**src/rtl/key_debounce_sched.sv**
```systemverilog
// rtl/key_debounce_sched.sv - four-key debouncer sharing one round-robin-scheduled filter counter
//
// Purpose: synchronizes four active-low keys and confirms each level change
// with a single shared counter that is handed to one pending key at a time.
// Confirmed changes update key_state, pulse key_press/key_release for one
// cycle and toggle the key's LED on presses.
//
// Ports:
//   clk          system clock
//   rst_n        asynchronous active-low reset
//   keyin[3:0]   raw key levels, active-low, asynchronous to clk
//   key_state    debounced levels (1 = released)
//   key_press    one-cycle pulse on a confirmed 1->0
//   key_release  one-cycle pulse on a confirmed 0->1
//   led          toggles on each confirmed press of the matching key
//   busy         counter currently granted to a key
//   grant_id     key holding the counter (meaningful only while busy)

module key_debounce_sched #(
    parameter int          CNTW   = 20,
    parameter int unsigned CNTMAX = 999_999
) (
    input  logic       clk,
    input  logic       rst_n,
    input  logic [3:0] keyin,
    output logic [3:0] key_state,
    output logic [3:0] key_press,
    output logic [3:0] key_release,
    output logic [3:0] led,
    output logic       busy,
    output logic [1:0] grant_id
);

    localparam logic [CNTW-1:0] CNT_TERM = CNTW'(CNTMAX);

    typedef enum logic [1:0] {
        IDLE   = 2'd0,
        FILTER = 2'd1,
        COMMIT = 2'd2
    } state_t;

    state_t          state_q;
    logic [3:0]      sync1_q;
    logic [3:0]      sync2_q;
    logic [3:0]      key_state_q;
    logic [3:0]      key_press_q;
    logic [3:0]      key_release_q;
    logic [3:0]      led_q;
    logic            busy_q;
    logic [CNTW-1:0] cnt_q;
    logic [1:0]      ptr_q;
    logic [1:0]      cur_id_q;
    logic            cur_lvl_q;

    logic [3:0]      pending;
    logic            pick_valid;
    logic [1:0]      pick_id;
    logic [1:0]      idx;

    // Round-robin pick: scan from the farthest offset back to ptr so the
    // closest pending key (starting at ptr) is the last one to win.
    always_comb begin
        pending    = sync2_q ^ key_state_q;
        pick_valid = 1'b0;
        pick_id    = ptr_q;
        idx        = ptr_q;
        for (int k = 3; k >= 0; k--) begin
            idx = ptr_q + 2'(k);
            if (pending[idx]) begin
                pick_valid = 1'b1;
                pick_id    = idx;
            end
        end
    end

    always_ff @(posedge clk or negedge rst_n) begin
        if (!rst_n) begin
            state_q       <= IDLE;
            sync1_q       <= 4'b1111;
            sync2_q       <= 4'b1111;
            key_state_q   <= 4'b1111;
            key_press_q   <= 4'b0000;
            key_release_q <= 4'b0000;
            led_q         <= 4'b1111;
            busy_q        <= 1'b0;
            cnt_q         <= '0;
            ptr_q         <= 2'd0;
            cur_id_q      <= 2'd0;
            cur_lvl_q     <= 1'b1;
        end else begin
            sync1_q       <= keyin;
            sync2_q       <= sync1_q;
            key_press_q   <= 4'b0000;
            key_release_q <= 4'b0000;
            case (state_q)
                IDLE: begin
                    cnt_q <= '0;
                    if (pick_valid) begin
                        cur_id_q  <= pick_id;
                        cur_lvl_q <= sync2_q[pick_id];
                        state_q   <= FILTER;
                        busy_q    <= 1'b1;
                    end
                end
                FILTER: begin
                    // A bounce on the granted key forfeits its turn; the
                    // pointer moves past it so other keys get serviced first.
                    if (sync2_q[cur_id_q] != cur_lvl_q) begin
                        ptr_q   <= cur_id_q + 2'd1;
                        cnt_q   <= '0;
                        state_q <= IDLE;
                        busy_q  <= 1'b0;
                    end else if (cnt_q == CNT_TERM) begin
                        cnt_q   <= '0;
                        state_q <= COMMIT;
                    end else begin
                        cnt_q <= cnt_q + CNTW'(1);
                    end
                end
                COMMIT: begin
                    key_state_q[cur_id_q] <= cur_lvl_q;
                    if (!cur_lvl_q) begin
                        key_press_q[cur_id_q] <= 1'b1;
                        led_q[cur_id_q]       <= ~led_q[cur_id_q];
                    end else begin
                        key_release_q[cur_id_q] <= 1'b1;
                    end
                    ptr_q   <= cur_id_q + 2'd1;
                    state_q <= IDLE;
                    busy_q  <= 1'b0;
                end
                default: begin
                    cnt_q   <= '0;
                    state_q <= IDLE;
                    busy_q  <= 1'b0;
                end
            endcase
        end
    end

    assign key_state   = key_state_q;
    assign key_press   = key_press_q;
    assign key_release = key_release_q;
    assign led         = led_q;
    assign busy        = busy_q;
    assign grant_id    = cur_id_q;

endmodule

```
**config.mk**
```make
export PLATFORM = sky130hd
export DESIGN_NAME = key_debounce_sched
export DESIGN_NICKNAME = d
export VERILOG_FILES = /design/src/rtl/key_debounce_sched.sv
export SDC_FILE = /design/constraint.sdc
export NUM_CORES = 1
export LEC_CHECK = 0
export CAP_MARGIN = 25
export CORE_ASPECT_RATIO = 0.9
export CORE_MARGIN = 8
export CORE_UTILIZATION = 40
export DETAILED_ROUTE_END_ITERATION = 6
export DONT_BUFFER_PORTS = 1
export MAX_ROUTING_LAYER = met4
export SYNTH_ARGS = -nofsm -noshare
export SYNTH_HDL_FRONTEND = slang
export SYNTH_SLANG_ARGS = --single-unit
```
**constraint.sdc**
```tcl
create_clock -name clk -period 4.05 [get_ports clk]
set_input_delay 0.81 -clock clk [delete_from_list [all_inputs] [get_ports clk]]
set_output_delay 0.81 -clock clk [all_outputs]
set_load 0.05 [all_outputs]
```
# == Yosys cells after proc, flatten, opt, wreduce, memory -nomap -nowiden ==
# Cells that the tools add are included.
# totals
register_bits,52
inputBits,6
mem_bits_ro,0
output_inout_bits,19
latch_bits,0
elab_cells,84
ram_bits,0
memories,0
# op_classes
n_mul,0
eq_ne,7
n_lt_le_gt_ge,7
addsub,5
mux,42
bitwise_logic,3
n_reduce_logical,8
n_shift,0
div_mod_pow,0
# op_table
operator,n
$mux W20,2
$pmux W20 S2,1
$add A20 B1 Y20 const B,1
$eq A20 B20 Y1 const B,1
$lt A2 B3 Y1 const B,6
$mux W2,8
$mux W4,4
$bmux W1 S2,7
$mux W1,14
$reduce_and A2 Y1,5
$bwmux W4,2
$pmux W2 S2,2
$add A2 B1 Y2 const B,2
$add A2 B2 Y2 const B,2
$ne A2 B2 Y1 const B,2
$xor A4 B4 Y4,1
$ne A3 B3 Y1 const B,1
$demux W1 S2,1
$eq A2 B1 Y1 const B,1
$eq A2 B2 Y1 const B,1
$ge A2 B1 Y1 const B,1
$logic_not A2 Y1,1
$not A1 Y1,2
$pmux W1 S2,1
other kinds (3),3

# == Longest topological paths before layout ==
# Gate-level depths: netlist of the first run.
# depth
ltp_word,9
depth_mapped,7
ltp_nobuf,7

# == Worst setup path after synthesis of the first run ==
# Ideal clock, no wire load.
# synth_timing
path_kind,register to register
from,reg cur_id_q[0] (netlist: grant_id[0])
to,reg ptr_q[1]
t_required_ps,3925
setup_slack_ps,1773
arrival_time_ps,2152
path_buffers,0
stages_incl_launch_ff,6
setup_ps,125
synth_period_minus_slack_ps,2277
cell_sequence,dfrtp_1 -> mux4_2 -> xnor2_2 -> nor2_1 -> a21oi_1 -> mux2_2
# synth_via
elab_chain_len,5
elab_cells_between_ends,8
cone_classes,1 x add/sub; 2 x eq/ne; 4 x mux; 1 x reduce/logical
# synth_lines
element,line,source
"start, declared",52,logic [1:0] cur_id_q;
"start signal, assigned",99,cur_id_q <= pick_id;
$bmux W1 S2,108,if (sync2_q[cur_id_q] != cur_lvl_q) begin
$mux W1 (not written as such),108,
$ne A1 B1 Y1,108,
$ne A2 B2 Y1 (no line),--,
$reduce_and A2 Y1 (no line),--,
"end signal, assigned",109,ptr_q <= cur_id_q + 2'd1;
"end signal, assigned",128,ptr_q <= cur_id_q + 2'd1;
"end, declared",51,logic [1:0] ptr_q;
# Several ways; a longest one is shown, not always the timed one. The select of a mux whose other input is x is not followed.
# A chain may end at the register's enable or synchronous reset.

# == Worst setup path in the final report of the first run ==
# layout_timing
from,reg cur_id_q[1] (netlist: grant_id[1])
to,reg cnt_q[15]
# layout_via
elab_chain_len,5
# layout_lines
element,line,source
$bmux W1 S2,108,
$mux W1 (not written as such),108,
$ne A1 B1 Y1,108,
$mux W20,108,
$pmux W20 S2,95,case (state_q)
"end signal, assigned",117,cnt_q <= cnt_q + CNTW'(1);
"end, declared",50,logic [CNTW-1:0] cnt_q;
# No other way between the ends. The select of a mux whose other input is x is not followed.

==> run summary, run 1 <==
n_diodes: 0
port bufs: 0
CTS H-Tree Depth: 2
sequential share of the synthesized area: 53.4%
slowest cell delay on critical path: 0.79 ns
Primary FF master, synth: dfrtp_1
CTS tree: yes
Worst slew margin: 32.5%
top cells by area, synth: dfrtp_1, dfstp_2, nor2_1, xor2_1, nand2_1
DIE HEIGHT: 90.7 um
final hold violation count: 0
TNS Setup: 0 ns
CTS sink cnt: 52
worst hold path class: in -> async
Critical-path top delay cell: dfrtp_1
FP Rows: 27
CTS buffer count: 5
hold_ws: 0.192 ns
DRC Markers: 0
sequential power share: 47.2%
FFs w/ async S/R, synth: 100%
cells after synthesis: 226
Logic pwr share: 27.8%
first-pass GRT wire length: 8140 um
fin nets: 240
total global routing overflow: 0
postcts setup bufs: 0
Routed WL: 4800 um
GRT Util Overall: 11.5%
CP Cell Sequence: mux4_2, xnor2_2, o211a_4, nor2_1, nor2_1
setup violators final: 0
crit path capture type: flop
CP most frequent cell: nor2_1
Slew @ Worst Pin: 1.01 ns
dpl cells: 294
reg2reg setup slack: 1.58 ns
post-layout util: 44.0%
RSZ-0062 raised after global routing: no
Reg area: 1320 um2
maximum vdd drop: 0.194 mV
vias in the first global route: 1668
Clock Path Buffers: 2
register bit total from synthesis: 52
Max-Cap Viols: 0
top-area cell type share of the netlist area: 35.3%
initial antenna violation count: 0
status: completed
die span in x: 99.0 um
Final Skew: 0.00542 ns
fin crit share: 61.0%
crit path kind: reg -> reg
FMAX: 0.405 GHz
critical path data arrival time: 2.63 ns
Leak: 1.17 nW
largest net degree at the start of global routing: 53
Final min period: 2.47 ns
internal power: 0.000938 W
Yosys warning count: 0
I/O pin count: 25
final weighted congestion in routability-driven placement: 0.823
CP startpoint kind: flop
clock share of power: 25.0%
EDFF count, synth: 0
Initial DRT Pass Iterations: 4
area of the multi-input gates: 1100 um2
CTS resizes: 0
WL per Instance: 15.9 um
synthesized area per cell: 11.0 um2
clock-pin slew on the worst setup and hold paths: 0.09 ns
Starting DRT DRC Count: 96
Mapped Area: 2480 um2
filler instances: 574
Critical Path RT: 4.21 ns
final cell count without fillers: 302
vias per cell: 5.52
PwrDens: 545 nW/um2
die area: 8980 um2
DP HPWL: 3410 um
Initial Util: 41.0%
synthesis-to-finish area growth: 7.32%
# hold bufs at CTS: 0
NetSw: 0.000511 W
Root Driver: clkbuf_8
crit path max fanout: 16
post-synth top area cell: dfrtp_1
layout cells sized above 1: 16.5%
Synth cell types: 44
syn nets: 237
final antenna-violating net count: 0
Area after DPL: 2540 um2
Clock Latency Late Sink: 0.30 ns
post-route cell area: 2660 um2
max-slew violation count: 0
Sw Share: 35.2%
Core Box Area: 6050 um2
Via Count: 1667
==> cell usage after synthesis, types with 3 or more instances <==
library cell and count:
dfstp_2 17, a21o_1 4, a2111oi_2 3, nor2_1 31
xnor2_1 3, xor2_1 9, nand3_1 8, and3_1 9
nand2b_1 3, o21ai_0 7, o211ai_1 3, nor3_1 3
nand3b_1 3, a31oi_1 5, xnor2_2 4, nand4_1 5
nor2b_1 5, a21oi_1 10, ha_1 5, inv_1 5
nand2_1 19, dfrtp_1 35, a41oi_1 4
==> cell usage in the layout (no fill, tap or decap), drive strengths merged, types with 7 or more instances in the layout <==
cell type  netlist  layout
nand3            8       8
nand2           19      19
a21oi           10      10
dfrtp           35      35
and3             9       9
o21ai           11      11
nor2            31      31
clkbuf           2       8
dfstp           17      17
xor2             9       9
xnor2            7       7
==> final timing paths <==
check	start	end	cells after the start
min in group clk	sync1_q[3]	sync2_q[3]	0
hold / removal	rst_n	key_press[3]	0
hold reg to reg	sync1_q[3]	sync2_q[3]	0
setup reg to reg	grant_id[1]	cnt_q[15]	5
max in group asynchronous	rst_n	key_state[1]	0
setup / recovery	grant_id[1]	cnt_q[15]	5
==> through the flow <==
| stage | total power [W] | setup WS [ns] |
|---|---|---|
| 2_1_floorplan | 0.00105 | 1.77 |
| 3_3_place_gp | 0.00109 | 1.57 |
| 3_5_place_dp | 0.00110 | 1.51 |
| 4_1_cts | 0.00147 | 1.50 |
| 5_1_grt | 0.00154 | 1.33 |
| 6_report | 0.00145 | 1.58 |
==> flip-flops by register name, summed over array words and instances (netlist names) <==
name / cells
busy: 1
cnt_q: 20
cur_lvl_q: 1
grant_id: 2
key_press: 4
key_release: 4
key_state: 4
led: 4
ptr_q: 2
state_q: 2
sync1_q: 4
sync2_q: 4
==> power groups by stage <==
stage	Combinational [W]	Clock, W	Sequential (W)
4_1_cts	0.000410	0.000377	0.000686
3_3_place_gp	0.000398	0	0.000692
3_5_place_dp	0.000411	0	0.000694
5_1_grt	0.000452	0.000395	0.000694
2_1_floorplan	0.000361	0	0.000684
6_report	0.000403	0.000362	0.000684
==> cell type report <==
| cell class | count | area share [%] |
|---|---|---|
| clock buffers | 8 | 4.61 |
| inverters | 5 | 0.706 |
| well taps | 72 | 3.39 |
| multi-input cells | 164 | 41.3 |
| flip-flops and latches | 52 | 49.7 |
| repair buffers | 1 | 0.282 |
==> metal layers <==
layer,vias up,global-route usage [%],part of all wire (%)
li1,809,-,-
met1,815,14.6,50
met2,39,16.6,43
met3,4,3.70,5.7
met4,0,4.47,1.1
met5,-,-,0
==> worst max-delay path, delay by kind of cell, from the launching register on <==
kind / cells / cell delay, ns
flops: 1 / 0.79
simple gates: 2 / 0.70
compound gates: 1 / 0.22
mux: 1 / 0.43
xor+xnor: 1 / 0.18
==> kinds of logic after synthesis <==
group | Yosys count | synth area share, %
AND/OR/NAND/NOR | 91 | 17.8
flip-flops | 52 | 53.4
AO/OA/AOI/OAI | 48 | 14.2
XOR/XNOR | 16 | 6.87
buffers and inverters | 10 | 2.32
adder cells (fa/ha/maj) | 5 | 2.52
multiplexers | 4 | 2.88
Note: power is estimated with default switching activity, not from simulation.
==> run 2: changes to the inputs <==
- clock period: 4.05 -> 2.5 ns (I/O delays scaled with it)
==> run 2 against run 1 <==
Clock skew increased by 0.0038 ns. Fmax increased by 21%. First-iteration DRC count decreased by 5.2%. Register-to-register slack got worse by 1.1 ns. Worst setup slack got worse by 1.1 ns. Largest cell class unchanged.
==> run summary, run 2 (same netlist as run 1, synthesis figures left out) <==
critical path data arrival time: 2.22 ns
PwrDens: 876 nW/um2
vias per cell: 5.45
post-route cell area: 2730 um2
total global routing overflow: 0
fin crit share: 81.5%
CP Depth: 6
Clock Path Buffers: 2
Final min period: 2.04 ns
DRC Markers: 0
FF-to-FF End: cur_lvl_q
CP Cell Sequence: xnor2_2, nand2b_1, a21boi_1, a211oi_1, a2111oi_2, a2111oi_2
status: completed
final hold violation count: 0
max FFs per register: 20
TNS Setup: 0 ns
Critical Path RT: 2.68 ns
vias in the first global route: 1674
layout cells sized above 1: 19.3%
delay-heaviest family, CP: compound AO/OA/AOI/OAI gates
Worst slew margin: 63.2%
Initial Util: 41.0%
Clock Latency Late Sink: 0.29 ns
Via Count: 1691
CTS buffer count: 5
worst slack at placement: 0.484 ns
GRT Util Overall: 11.8%
postcts setup bufs: 0
FMAX: 0.491 GHz
DP HPWL: 3470 um
setup violators final: 0
crit path max fanout: 7
initial antenna violation count: 0
CP startpoint kind: flop
port bufs: 0
Initial DRT Pass Iterations: 4
largest net degree at the start of global routing: 36
final weighted congestion in routability-driven placement: 0.817
worst hold path class: in -> async
worst reg2reg path depth: 6
DIE HEIGHT: 90.7 um
max-slew violation count: 0
Buf/Inv on CP: 0
CTS H-Tree Depth: 2
Leak: 1.22 nW
die span in x: 99.0 um
Final Skew: 0.00921 ns
crit path kind: reg -> reg
Critical path origin: sync2_q[0]
clock-pin slew on the worst setup and hold paths: 0.09 ns
n_diodes: 0
Area after DPL: 2590 um2
final antenna-violating net count: 0
crit path capture type: flop
hold_ws: 0.0257 ns
Starting DRT DRC Count: 91
Max-Cap Viols: 0
Slew @ Worst Pin: 0.553 ns
first-pass GRT wire length: 8320 um
Critical-path top delay cell: dfstp_2
WL per Instance: 16.0 um
worst setup path end: cur_lvl_q
slowest cell delay on critical path: 0.61 ns
post-layout util: 45.2%
fin nets: 248
FP Rows: 27
Routed WL: 4950 um
most flop-heavy register: cnt_q
I/O pin count: 25
most frequent cells in the layout: dfrtp_1, nor2_1, nand2_1
reg2reg setup slack: 0.46 ns
die area: 8980 um2
RSZ-0062 raised after global routing: no
RR Startpoint: sync2_q[0]
CTS sink cnt: 52
synthesis-to-finish area growth: 10.2%
CTS tree: yes
maximum vdd drop: 0.463 mV
most common cell after layout, fill and taps aside: dfrtp_1
Root Driver: clkbuf_8
Final Worst Setup Slack: 0.464 ns
Core Box Area: 6050 um2
CP most frequent cell: a2111oi_2
## run 2: cell count changes in the layout (fill, tap and decap cells not counted), sizes merged
| cell | change |
|---|---|
| buf | +8 |
## run 2: per-layer routing
| metal | global-route usage, % | vias to the layer above | share of wire (%) |
|---|---|---|---|
| met5 | - | - | 0 |
| met4 | 4.09 | 0 | 0.83 |
| met3 | 2.77 | 2 | 3.6 |
| met2 | 17.0 | 33 | 43 |
| met1 | 15.8 | 831 | 52 |
| li1 | - | 825 | - |
## run 2: cell type report
class | count | area [um2]
well taps | 72 | 90.1
clock buffers | 8 | 123
fillers | 570 | 3310
multi-input cells | 164 | 1100
flip-flops and latches | 52 | 1320
inverters | 5 | 18.8
repair buffers | 9 | 80.1
## run 2: power by group
part           internal, W  leakage, nW  switching, W
logic             0.000295        0.501      0.000455
clock network     0.000320       0.0618      0.000260
registers         0.000934        0.653      0.000129
## run 2: how the worst min path moves through the flow
stage,endpoint
floorplan,busy
CTS,led[3]
global route,led[3]
detailed placement,cnt_q[13]
finish,key_press[3]
global placement,cnt_q[14]
## run 2: timing repair
item                      4_1_cts  5_1_grt
resized for setup               0        0
hold buffers                    1        0
hold endpoints to repair       35        0
## run 2: stage by stage
stage	cells	total power, W
after floorplan	226	0.00169
after global placement	301	0.00180
after detailed placement	301	0.00182
after CTS	310	0.00243
after global routing	310	0.00255
final	310	0.00239
==> run 3: changes to the inputs <==
- clock period: 2.5 -> 1.8 ns (I/O delays scaled with it)
==> run 3 against run 2 <==
The run now ends with setup timing left. Hold slack gained 0.029 ns. Sequential cell count is the same. Worst setup slack lost 0.58 ns. Critical path type unchanged. Critical endpoint unchanged.
==> run summary, run 3 (same netlist as run 1, synthesis figures left out) <==
Starting DRT DRC Count: 56
maximum vdd drop: 0.622 mV
most flop-heavy register: cnt_q
Worst slew margin: 62.8%
GRT Util Overall: 12.8%
FP Rows: 27
initial antenna violation count: 0
Max-Cap Viols: 0
fin crit share: 107%
first-pass GRT wire length: 9000 um
critical path data arrival time: 2.11 ns
final antenna-violating net count: 0
clock-pin slew on the worst setup and hold paths: 0.09 ns
Area after DPL: 2950 um2
FMAX: 0.521 GHz
DIE HEIGHT: 90.7 um
final weighted congestion in routability-driven placement: 0.798
CTS tree: yes
TNS Setup: -0.572 ns
die span in x: 99.0 um
Initial DRT Pass Iterations: 4
post-layout util: 55.4%
Via Count: 1874
Initial Util: 41.0%
failing checks: setup timing
Routed WL: 5680 um
worst slack at placement: -0.103 ns
n_diodes: 0
WL per Instance: 16.4 um
most frequent cells in the layout: buf_4, dfrtp_1, nor2_1
DRC Markers: 0
crit path kind: reg -> reg
port bufs: 0
vias per cell: 5.40
vias in the first global route: 1804
most common cell after layout, fill and taps aside: buf_4
CTS sink cnt: 52
crit path capture type: flop
filler instances: 519
PwrDens: 1240 nW/um2
DP HPWL: 3780 um
Clock Path Buffers: 2
RSZ-0062 raised after global routing: yes
Slew @ Worst Pin: 0.558 ns
layout cells sized above 1: 44.0%
Leak: 1.45 nW
Root Driver: clkbuf_8
die area: 8980 um2
CTS H-Tree Depth: 2
Clock Latency Late Sink: 0.30 ns
Critical Path RT: 1.99 ns
synthesis-to-finish area growth: 35.2%
Final min period: 1.92 ns
status: finished, violations left
CTS buffer count: 5
total global routing overflow: 0
max FFs per register: 20
CP startpoint kind: flop
worst hold path class: in -> reg
fin nets: 285
Core Box Area: 6050 um2
Final Skew: 0.00996 ns
setup violators final: 19
Final Worst Setup Slack: -0.119 ns
post-route cell area: 3350 um2
final hold violation count: 0
max-slew violation count: 0
largest net degree at the start of global routing: 53
crit path max fanout: 7
I/O pin count: 25
run 3: changes by cell type in the layout (fill, tap and decap cells not counted), sizes merged:
cell         change
clkbuf           -1
clkinv           +1
o211a            +1
dlygate4sd3      +1
buf             +34
bufinv           +1
run 3: per-stage QoR:
stage               total power [W]  cells  hold WS, ns
floorplan                   0.00250    226       0.0644
global placement            0.00285    327       0.0663
detailed placement          0.00286    327       0.0663
CTS                         0.00386    344       0.0388
global route                0.00439    347       0.0284
finish                      0.00414    347       0.0551
run 3: cell type report:
| class | count | area (um2) | area share [%] |
|---|---|---|---|
| sequential | 52 | 1340 | 40.0 |
| clock inverter | 2 | 35.0 | 1.05 |
| clock buffer | 6 | 72.6 | 2.17 |
| timing repair buffer | 45 | 398 | 11.9 |
| tap | 72 | 90.1 | 2.69 |
| multi-input combinational | 165 | 1400 | 41.7 |
| inverter | 5 | 18.8 | 0.560 |
run 3: final timing paths:
| check | end | cells after the start | slack [ns] | from |
|---|---|---|---|---|
| worst max-delay path | cur_lvl_q | 6 | -0.12 | key_state[0] |
| worst min-delay path | sync1_q[3] | 0 | 0.06 | keyin[3] |
| worst max register to register | cur_lvl_q | 6 | -0.12 | key_state[0] |
| worst min register to register | sync2_q[1] | 0 | 0.36 | sync1_q[1] |
| max in group asynchronous | sync2_q[2] | 2 | 0.95 | rst_n |
| min in group asynchronous | cnt_q[1] | 2 | 0.56 | rst_n |
run 3: layer usage:
| metal | wire length (um) | global-route usage, % | share of wire (%) |
|---|---|---|---|
| met1 | 2900 | 18.0 | 51 |
| met2 | 2550 | 17.5 | 45 |
| met3 | 195 | 3.16 | 3.4 |
| met4 | 40 | 3.83 | 0.70 |
| met5 | 0 | - | 0 |
run 3: what timing repair did:
item,in CTS,in global routing
gates resized for setup,4,34
endpoints found under the setup margin,19,22
hold endpoints to repair,52,0
hold buffers,2,0
gates cloned,1,1
buffers inserted,6,2
pin swaps,6,12
run 3: report_power, final:
group | total, W | internal (W) | switching (W) | leakage, nW
Clock | 0.000781 | 0.000413 | 0.000368 | 0.0552
Sequential | 0.00150 | 0.00130 | 0.000200 | 0.655
Combinational | 0.00186 | 0.000931 | 0.000932 | 0.736
run 3: worst max-delay path, cell delays in order, from the launching register on:
cell and delay [ns]:
dfstp_4 0.65, xnor2_4 0.10, nor2_1 0.10, a21oi_1 0.05, o211ai_1 0.42, a2111oi_2 0.15, a2111oi_2 0.34
